--- src/rtl/multi_ch_seq_pkg.sv ---
// rtl/multi_ch_seq_pkg.sv - shared types and channel-select helpers for the multi-channel pulse sequencer
package multi_ch_seq_pkg;

    localparam int MAX_CH = 16;

    typedef enum logic [1:0] {
        IDLE   = 2'b00,
        RESET  = 2'b01,
        ACTIVE = 2'b10,
        DOWN   = 2'b11
    } seq_state_t;

    typedef struct packed {
        logic       found;
        logic [3:0] idx;
    } ch_sel_t;

    // Descending scan so the last hit is the lowest qualifying bit.
    function automatic ch_sel_t next_enabled(input logic [MAX_CH-1:0] mask, input logic [3:0] cur);
        ch_sel_t sel;
        sel = '0;
        for (int i = MAX_CH - 1; i >= 0; i--) begin
            if (mask[i] && (i > int'(cur))) begin
                sel.found = 1'b1;
                sel.idx   = 4'(i);
            end
        end
        return sel;
    endfunction

    function automatic ch_sel_t first_enabled(input logic [MAX_CH-1:0] mask);
        ch_sel_t sel;
        sel = '0;
        for (int i = MAX_CH - 1; i >= 0; i--) begin
            if (mask[i]) begin
                sel.found = 1'b1;
                sel.idx   = 4'(i);
            end
        end
        return sel;
    endfunction

endpackage

--- src/rtl/seq_phase_timer.sv ---
// rtl/seq_phase_timer.sv - down-counting phase timer, expire flags the last cycle of a phase
module seq_phase_timer #(
    parameter int CNT_W = 16
) (
    input  logic             clk,
    input  logic             rst_n,
    input  logic             load,
    input  logic [CNT_W-1:0] len,
    output logic             expire
);

    logic [CNT_W-1:0] cnt_q;

    // A zero length still yields a one-cycle phase.
    always_ff @(posedge clk or negedge rst_n) begin
        if (!rst_n) begin
            cnt_q <= '0;
        end else if (load) begin
            cnt_q <= (len == '0) ? '0 : len - CNT_W'(1);
        end else if (cnt_q != '0) begin
            cnt_q <= cnt_q - CNT_W'(1);
        end
    end

    assign expire = (cnt_q == '0);

endmodule

--- src/rtl/multi_ch_pulse_sequencer.sv ---
// rtl/multi_ch_pulse_sequencer.sv - per-channel reset/downtime/active strobe sequencer with run count and abort
module multi_ch_pulse_sequencer
    import multi_ch_seq_pkg::*;
#(
    parameter int N_CH  = 4,
    parameter int CNT_W = 16,
    parameter int RUN_W = 8,
    localparam int CH_W = (N_CH > 1) ? $clog2(N_CH) : 1
) (
    input  logic             clk,
    input  logic             rst_n,
    input  logic             go,
    input  logic             abort,
    input  logic [N_CH-1:0]  ch_en,
    input  logic [CNT_W-1:0] reset_len,
    input  logic [CNT_W-1:0] down_len,
    input  logic [CNT_W-1:0] duration,
    input  logic [RUN_W-1:0] n_runs,
    output logic [N_CH-1:0]  ch_reset,
    output logic [N_CH-1:0]  ch_start,
    output logic             busy,
    output logic             done,
    output logic             aborted,
    output logic             err,
    output logic [CH_W-1:0]  cur_ch,
    output logic [RUN_W-1:0] cur_run
);

    localparam logic [N_CH-1:0] ONE = N_CH'(1);

    seq_state_t       state_q, state_d;
    logic [CH_W-1:0]  ch_q, ch_d, first_ch_q;
    logic [RUN_W-1:0] run_q, run_d, runs_q;
    logic [N_CH-1:0]  mask_q;
    logic [CNT_W-1:0] reset_len_q, down_len_q, duration_q;
    logic             latch, tmr_load, tmr_expire;
    logic [CNT_W-1:0] tmr_len;
    logic             done_d, aborted_d, err_d;
    ch_sel_t          launch_sel, nxt_sel;

    seq_phase_timer #(.CNT_W(CNT_W)) u_timer (
        .clk    (clk),
        .rst_n  (rst_n),
        .load   (tmr_load),
        .len    (tmr_len),
        .expire (tmr_expire)
    );

    always_ff @(posedge clk or negedge rst_n) begin
        if (!rst_n) begin
            state_q <= IDLE;
            ch_q    <= '0;
            run_q   <= '0;
        end else begin
            state_q <= state_d;
            ch_q    <= ch_d;
            run_q   <= run_d;
        end
    end

    // The launch cycle feeds the raw reset_len to the timer since the latched copy is not yet valid.
    always_comb begin
        state_d    = state_q;
        ch_d       = ch_q;
        run_d      = run_q;
        latch      = 1'b0;
        tmr_load   = 1'b0;
        tmr_len    = reset_len_q;
        done_d     = 1'b0;
        aborted_d  = 1'b0;
        err_d      = 1'b0;
        launch_sel = first_enabled(MAX_CH'(ch_en));
        nxt_sel    = next_enabled(MAX_CH'(mask_q), 4'(ch_q));
        case (state_q)
            IDLE: begin
                if (go && !abort) begin
                    if (launch_sel.found) begin
                        latch    = 1'b1;
                        state_d  = RESET;
                        ch_d     = CH_W'(launch_sel.idx);
                        run_d    = '0;
                        tmr_load = 1'b1;
                        tmr_len  = reset_len;
                    end else begin
                        err_d = 1'b1;
                    end
                end
            end
            RESET: begin
                if (tmr_expire) begin
                    state_d  = DOWN;
                    tmr_load = 1'b1;
                    tmr_len  = down_len_q;
                end
            end
            DOWN: begin
                if (tmr_expire) begin
                    state_d  = ACTIVE;
                    tmr_load = 1'b1;
                    tmr_len  = duration_q;
                end
            end
            ACTIVE: begin
                if (tmr_expire) begin
                    tmr_load = 1'b1;
                    state_d  = RESET;
                    if (nxt_sel.found) begin
                        ch_d = CH_W'(nxt_sel.idx);
                    end else if (run_q != runs_q - RUN_W'(1)) begin
                        run_d = run_q + RUN_W'(1);
                        ch_d  = first_ch_q;
                    end else begin
                        state_d  = IDLE;
                        tmr_load = 1'b0;
                        done_d   = 1'b1;
                        ch_d     = '0;
                        run_d    = '0;
                    end
                end
            end
            default: state_d = IDLE;
        endcase
        if (abort && (state_q != IDLE)) begin
            state_d   = IDLE;
            ch_d      = '0;
            run_d     = '0;
            tmr_load  = 1'b0;
            done_d    = 1'b0;
            aborted_d = 1'b1;
        end
    end

    always_ff @(posedge clk or negedge rst_n) begin
        if (!rst_n) begin
            mask_q      <= '0;
            first_ch_q  <= '0;
            reset_len_q <= '0;
            down_len_q  <= '0;
            duration_q  <= '0;
            runs_q      <= '0;
        end else if (latch) begin
            mask_q      <= ch_en;
            first_ch_q  <= CH_W'(launch_sel.idx);
            reset_len_q <= reset_len;
            down_len_q  <= down_len;
            duration_q  <= duration;
            runs_q      <= (n_runs == '0) ? RUN_W'(1) : n_runs;
        end
    end

    always_ff @(posedge clk or negedge rst_n) begin
        if (!rst_n) begin
            ch_reset <= '0;
            ch_start <= '0;
            busy     <= 1'b0;
            done     <= 1'b0;
            aborted  <= 1'b0;
            err      <= 1'b0;
        end else begin
            ch_reset <= (state_d == RESET)  ? (ONE << ch_d) : '0;
            ch_start <= (state_d == ACTIVE) ? (ONE << ch_d) : '0;
            busy     <= (state_d != IDLE);
            done     <= done_d;
            aborted  <= aborted_d;
            err      <= err_d;
        end
    end

    assign cur_ch  = ch_q;
    assign cur_run = run_q;

endmodule

--- config.mk ---
export PLATFORM = sky130hd
export DESIGN_NAME = multi_ch_pulse_sequencer
export DESIGN_NICKNAME = d
export VERILOG_FILES = /design/src/rtl/multi_ch_seq_pkg.sv /design/src/rtl/seq_phase_timer.sv /design/src/rtl/multi_ch_pulse_sequencer.sv
export SDC_FILE = /design/constraint.sdc
export NUM_CORES = 1
export LEC_CHECK = 0
export BUFFER_PORTS_ARGS = -buffer_cell sky130_fd_sc_hd__clkbuf_2
export CAP_MARGIN = 10
export CORE_ASPECT_RATIO = 0.7
export CORE_MARGIN = 1.5
export CORE_UTILIZATION = 52
export DETAILED_ROUTE_END_ITERATION = 10
export PLACE_DENSITY_LB_ADDON = 0.3
export SYNTH_ARGS = -nofsm -noshare
export SYNTH_HDL_FRONTEND = slang
export SYNTH_HIERARCHICAL = 1
export SYNTH_SLANG_ARGS = --single-unit
--- constraint.sdc ---
create_clock -name clk -period 4.35 [get_ports clk]
set_input_delay 0 -clock clk [delete_from_list [all_inputs] [get_ports clk]]
set_output_delay 0 -clock clk [all_outputs]
set_load 0.02 [all_outputs]
**Word-level counts from Yosys, hierarchy flattened**

Index checks and enable logic that the tools add are counted.

- Bits in registers: 102
- Input bits: 64

- $add $sub $neg: 4
- Order comparisons: 3
- Equal/unequal tests: 10
- Shift-type cells: 1
- Muxes and demuxes: 59
- Reduce and logical (&&, ||, !) cells: 17

Operators by type and width:

| kind | count |
|---|---|
| two-way mux 16 bit | 7 |
| two-way mux 8 bit | 7 |
| one-hot mux 16 bit (3 select lines) | 1 |
| two-way mux 5 bit | 7 |
| logical NOT 16 bit | 2 |
| subtractor 16 x 1 -> 16 bit, second input constant | 2 |
| two-way mux 2 bit | 12 |
| two-way mux 1 bit | 19 |
| one-hot mux 8 bit (2 select lines) | 1 |
| nonzero test 16 bit | 1 |
| inequality test 3 bit, second input constant | 4 |
| adder 8 x 1 -> 8 bit, second input constant | 1 |
| logical NOT 8 bit | 1 |
| two-way mux 4 bit | 2 |
| inequality test 8 bit | 1 |
| one-hot mux 2 bit (4 select lines) | 1 |
| subtractor 8 x 1 -> 8 bit, second input constant | 1 |
| == test 2 bit, second input constant | 3 |
| nonzero test 2 bit | 3 |
| logical AND 1 bit | 5 |
| AND reduction 5 bit | 1 |
| == test 2 x 1 -> 1 bit, second input constant | 2 |
| greater-than comparator 2 bit, first input constant | 2 |
| one-hot mux 2 bit (2 select lines) | 1 |
| 7 further kinds | 7 |

**Longest topological paths before layout**

- Word-level depth: 11
- Depth in mapped cells: 18
- Depth with buffers taken out: 16

**Hierarchy**

The synthesis kept the hierarchy.

Modules (own cells, without submodules):

| module | times used | cells each | area each (µm²) | seq. area each (µm²) |
|---|---|---|---|---|
| multi_ch_pulse_sequencer | 1 | 520 | 4,406.7 | 2,127.0 |
| seq_phase_timer | 1 | 133 | 1,213.7 | 400.4 |

**Worst setup path after synthesis**

No wires, ideal clock.

- Kind: register to register
- Start: register u_timer.cnt_q[12]
- End: register u_timer.cnt_q[1]
- Library setup time: 0.137 ns
- Arrival: 4.324 ns
- Data required time: 4.213 ns
- Path slack: -0.112 ns
- Stages on the path, launching flop included: 16
- Period minus slack after synthesis: 4.462 ns
- Cell sequence: dfrtp_1 > or4_1 > nand4b_1 > inv_1 > buf_1 > clkbuf_1 > o22ai_1 > a221o_1 > inv_1 > ha_1 > or4b_4 > or4_4 > o41ai_4 > buf_6 > nor2_2 > a2bb2oi_1

- Longest elaborated chain between the ends: 6
- Elaborated cells between the ends (all ways): 14

RTL lines:

| what | line | source |
|---|---|---|
| start, declared | seq_phase_timer.sv:12 | `logic [CNT_W-1:0] cnt_q;` |
| start signal, assigned | seq_phase_timer.sv:19 | `cnt_q <= (len == '0) ? '0 : len - CNT_W'(1);` |
| start signal, assigned | seq_phase_timer.sv:21 | `cnt_q <= cnt_q - CNT_W'(1);` |
| logical NOT 16 bit (*) | seq_phase_timer.sv:25 | `assign expire = (cnt_q == '0);` |
| net tmr_expire | multi_ch_pulse_sequencer.sv:36 | `logic latch, tmr_load, tmr_expire;` |
| two-way mux 16 bit, on equally long branches | multi_ch_pulse_sequencer.sv:97, multi_ch_pulse_sequencer.sv:90 |  |
| one-hot mux 16 bit (3 select lines) (*) | multi_ch_pulse_sequencer.sv:74 | `case (state_q)` |
| net tmr_len[1] | multi_ch_pulse_sequencer.sv:37 | `logic [CNT_W-1:0] tmr_len;` |
| subtractor 16 x 1 -> 16 bit or logical NOT 16 bit (tied branches) | seq_phase_timer.sv:19 |  |
| two-way mux 16 bit (*) | seq_phase_timer.sv:19 |  |
| two-way mux 16 bit (*) | seq_phase_timer.sv:18 | `end else if (load) begin` |

Mark *: on every way through the listed nets, which the timed path passes. The rest lies on a longest branch.
A chain may end at the register's enable or synchronous reset.

**Worst setup path in the final report**

- Start: register u_timer.cnt_q[12]
- End: register u_timer.cnt_q[7]

Same word-level chain as after synthesis.

==> results.toml <==
[outcome]
status = "finished, final reports clean"

[floorplan]
dieHeight_um = 90.0
rows = 31
core_mm2 = 0.0104
pin_count = 86
die_w_um = 127
initial_core_util = 0.539
dieArea_mm2 = 0.0115

[global_route]
grt_pass1_vias = 5161
grt_usage = 0.285
grt_pass1_wl_mm = 25.9
gr-total-overflow = 0
antenna_found_initial = 0
grt_max_degree = 54

[yosys]
synth_xor_area_frac = 0.0499
yosysWarnings = 6
ys.flop_type = "dfrtp_1"
synth_cell_type_count = 68
synth-seq-cells = 101
synth_top_family_by_area = "simple AND/OR/NAND/NOR gates"
synth-compound-area-share = 0.167
synthAdderAreaFrac = 0.0111
synthCells = 653
syn_nets = 722
ys_async_sr_fraction = 1.00
seq_area_frac_synth = 0.450
synth_edf_count = 0
synthSimpleGateAreaFrac = 0.262
synth_mux_area_frac = 0.0205
netlist_area_mm2 = 0.00562
postSynthAreaPerCell_um2 = 8.61

[sta]
setup_viol = 0
rsz0062_at_grt = "false"
period_share = 0.940
postLayoutSetupSlackWorst_ns = 0.262
setup_tns_ns = 0
finalMaxSlewViolations = 0
tightest_slew_ns = 0.825
max_freq_ghz = 0.245
maxSlewHeadroom = 0.448
fin_hold_ws_ns = 0.0523
fin_crit_ns = 4.09
finalClockSkew_ns = 0.0122
finalHoldViolations = 0

[worst_setup_path]
crit_chain = "or4_1 -> nand4b_1 -> inv_1 -> o22ai_1 -> a221o_1 -> inv_1 -> ha_1 -> or4b_4 -> or4_4 -> o41ai_4 -> buf_4 -> a21oi_1 -> o22a_1"
cp_slowest_cell = "or4_1"
crit_family = "simple AND/OR/NAND/NOR gates"
crit_type = "reg -> reg"
crit_path_frequent_cell = "inv_1"
crit_arrival_ns = 4.32
required_ns = 4.58
max_stage_delay_ns = 0.59
path_buf_inv = 3
end_kind = "register"
crit_fanout = 15
worst_setup_path_start_kind = "register"

[drt]
dr.pass1.iters = 7
drt_iter0_markers = 598
wl_mm = 15.7
num_vias = 5338
drc = 0
antenna_left = 0
vias_per_cell = 5.76
avgRoutedWirePerCell_um = 16.9

[final_layout]
fillCellCount = 801
syn_to_final_growth_pct = 26.1
drive_above_1_share = 0.172
nets = 860
num_antenna_cells = 0

[clocking]
cts_sinks = 101
cts_root_buffer = "clkbuf_16"
numCtsBuffers = 9
htree_levels = 3
cts_resized = 0
cts_tree = "built"
clk_latency_ns = 0.35
clockBufferDepth = 2
clk_pin_slew_ns = 0.07

[flow_run]
drv_cap = 0

[pwr]
p_per_area_mw_per_mm2 = 417
p_leak_nw = 3.37
worst_ir_drop_vdd_v = 0.000244

[placement]
hpwl_mm = 10.3
port_buffers = 85
place_ws_ns = 0.325
place_congestion = 0.919

[worst_hold_path]
hp-class = "in -> reg"
==> worst paths after layout <==
check	end	depth (start not counted)	slack, ns	from
worst max-delay path	u_timer/cnt_q[7]$_DFFE_PN0P_	13	0.26	u_timer/cnt_q[12]$_DFFE_PN0P_
worst min-delay path	err$_DFF_PN0_	3	0.05	go
worst max register to register	u_timer/cnt_q[7]$_DFFE_PN0P_	13	0.26	u_timer/cnt_q[12]$_DFFE_PN0P_
worst min register to register	duration_q[14]$_DFFE_PN0P_	2	0.48	duration_q[14]$_DFFE_PN0P_
max in group asynchronous	duration_q[12]$_DFFE_PN0P_	3	3.00	rst_n
min in group asynchronous	ch_start[0]$_DFF_PN0_	2	0.20	rst_n
==> placed cells by master, fill, tap and decap left out, types with 3 or more instances in the layout <==
| cell | n |
|---|---|
| nor2b_1 | 7 |
| nand3_1 | 6 |
| nor4_1 | 8 |
| ha_1 | 5 |
| nor2_1 | 35 |
| nor3b_1 | 5 |
| clkbuf_16 | 9 |
| a21o_1 | 5 |
| dfrtp_1 | 101 |
| nand3b_1 | 7 |
| a22o_1 | 7 |
| o22a_1 | 8 |
| o211ai_1 | 6 |
| dlygate4sd3_1 | 63 |
| mux2i_1 | 7 |
| xor2_1 | 13 |
| inv_1 | 18 |
| mux2_2 | 4 |
| clkinv_4 | 3 |
| or4_1 | 3 |
| a21oi_1 | 28 |
| o32ai_1 | 5 |
| and3_1 | 6 |
| o22ai_1 | 8 |
| nor3_1 | 14 |
| a22oi_1 | 5 |
| xnor2_1 | 19 |
| o21ai_1 | 9 |
| o221ai_1 | 7 |
| nand2_1 | 195 |
| or3_1 | 5 |
| nand2b_1 | 7 |
| o21ai_0 | 18 |
| buf_4 | 16 |
| clkbuf_2 | 84 |
| a221o_1 | 4 |
==> metal layers <==
| metal | share of wire | global-route usage | vias up |
|---|---|---|---|
| li1 | - | - | 2521 |
| met1 | 0.45 | 0.416 | 2586 |
| met2 | 0.46 | 0.436 | 205 |
| met3 | 0.066 | 0.0542 | 26 |
| met4 | 0.018 | 0.0777 | 0 |
| met5 | 0 | 0 | - |
==> worst min-delay path, stage by stage <==
cell	delay [ns]
clkbuf_2	0.11
nand2b_1	0.16
nor3_1	0.08
==> registers in the layout, indices dropped and copies added (netlist names), 2 cells and up <==
name           cells
duration_q        16
state_q            2
cur_run            8
ch_reset           4
ch_start           4
runs_q             8
reset_len_q       16
down_len_q        16
u_timer/cnt_q     16
first_ch_q         2
cur_ch             2
mask_q             3
==> per-stage QoR <==
step / power (W) / cells / instance area, um2 / utilization
6_report: 0.00296 / 927 / 7090 / 0.679
5_1_grt: 0.00313 / 927 / 7090 / 0.679
4_1_cts: 0.00295 / 927 / 7090 / 0.679
3_5_place_dp: 0.00212 / 849 / 6180 / 0.592
3_3_place_gp: 0.00208 / 849 / 6180 / 0.592
2_1_floorplan: 0.00188 / 653 / 5620 / -
==> cells by family after synthesis <==
logic type / after synthesis
and+or+nand+nor: 320
AOI/OAI and AO/OA: 129
DFF: 101
buffers and inverters: 55
xor gates and xnor gates: 32
muxes: 11
adders and majority gates: 5
==> Yosys cell counts, drive strengths merged (6+ instances only) <==
library cell    n  area share
a21oi          28       0.025
nor3           14       0.012
xnor2          19       0.030
o221ai          7       0.011
nor2           37       0.026
nand3           6      0.0053
nand2         196        0.13
o22a            8       0.012
o211ai          6      0.0080
dfrtp         101        0.45
and3            6      0.0067
clkbuf         31       0.021
mux2i           7       0.012
nor2b           7      0.0078
nor4            9       0.011
or3             7      0.0089
nand3b          7      0.0093
nand2b          7      0.0078
a22o            7       0.011
inv            19       0.013
o22ai           8      0.0089
xor2           13       0.020
o21ai          27       0.024
==> report_power, final <==
group	internal [W]	leakage [nW]	switching, W
clock network	0.000397	0.138	0.000383
logic	0.000397	1.94	0.000489
registers	0.00113	1.29	0.000160
total	0.00192	3.37	0.00103
==> what timing repair did <==
item / CTS / global route
hold endpoints to repair: 109 / 0
setup endpoints to repair: 0 / 0
setup buffers: 0 / 0
hold buffers: 63 / 0
==> layout make-up <==
| class | instances | area, um2 | area share |
|---|---|---|---|
| clock buffers | 9 | 225 | 0.0318 |
| clock inverters | 6 | 55.1 | 0.00777 |
| inverters | 19 | 71.3 | 0.0101 |
| multi-input cells | 497 | 2870 | 0.405 |
| flip-flops and latches | 101 | 2530 | 0.357 |
| well taps | 132 | 165 | 0.0233 |
| repair buffers | 163 | 1170 | 0.165 |
Note: power is estimated with default switching activity, not from simulation.
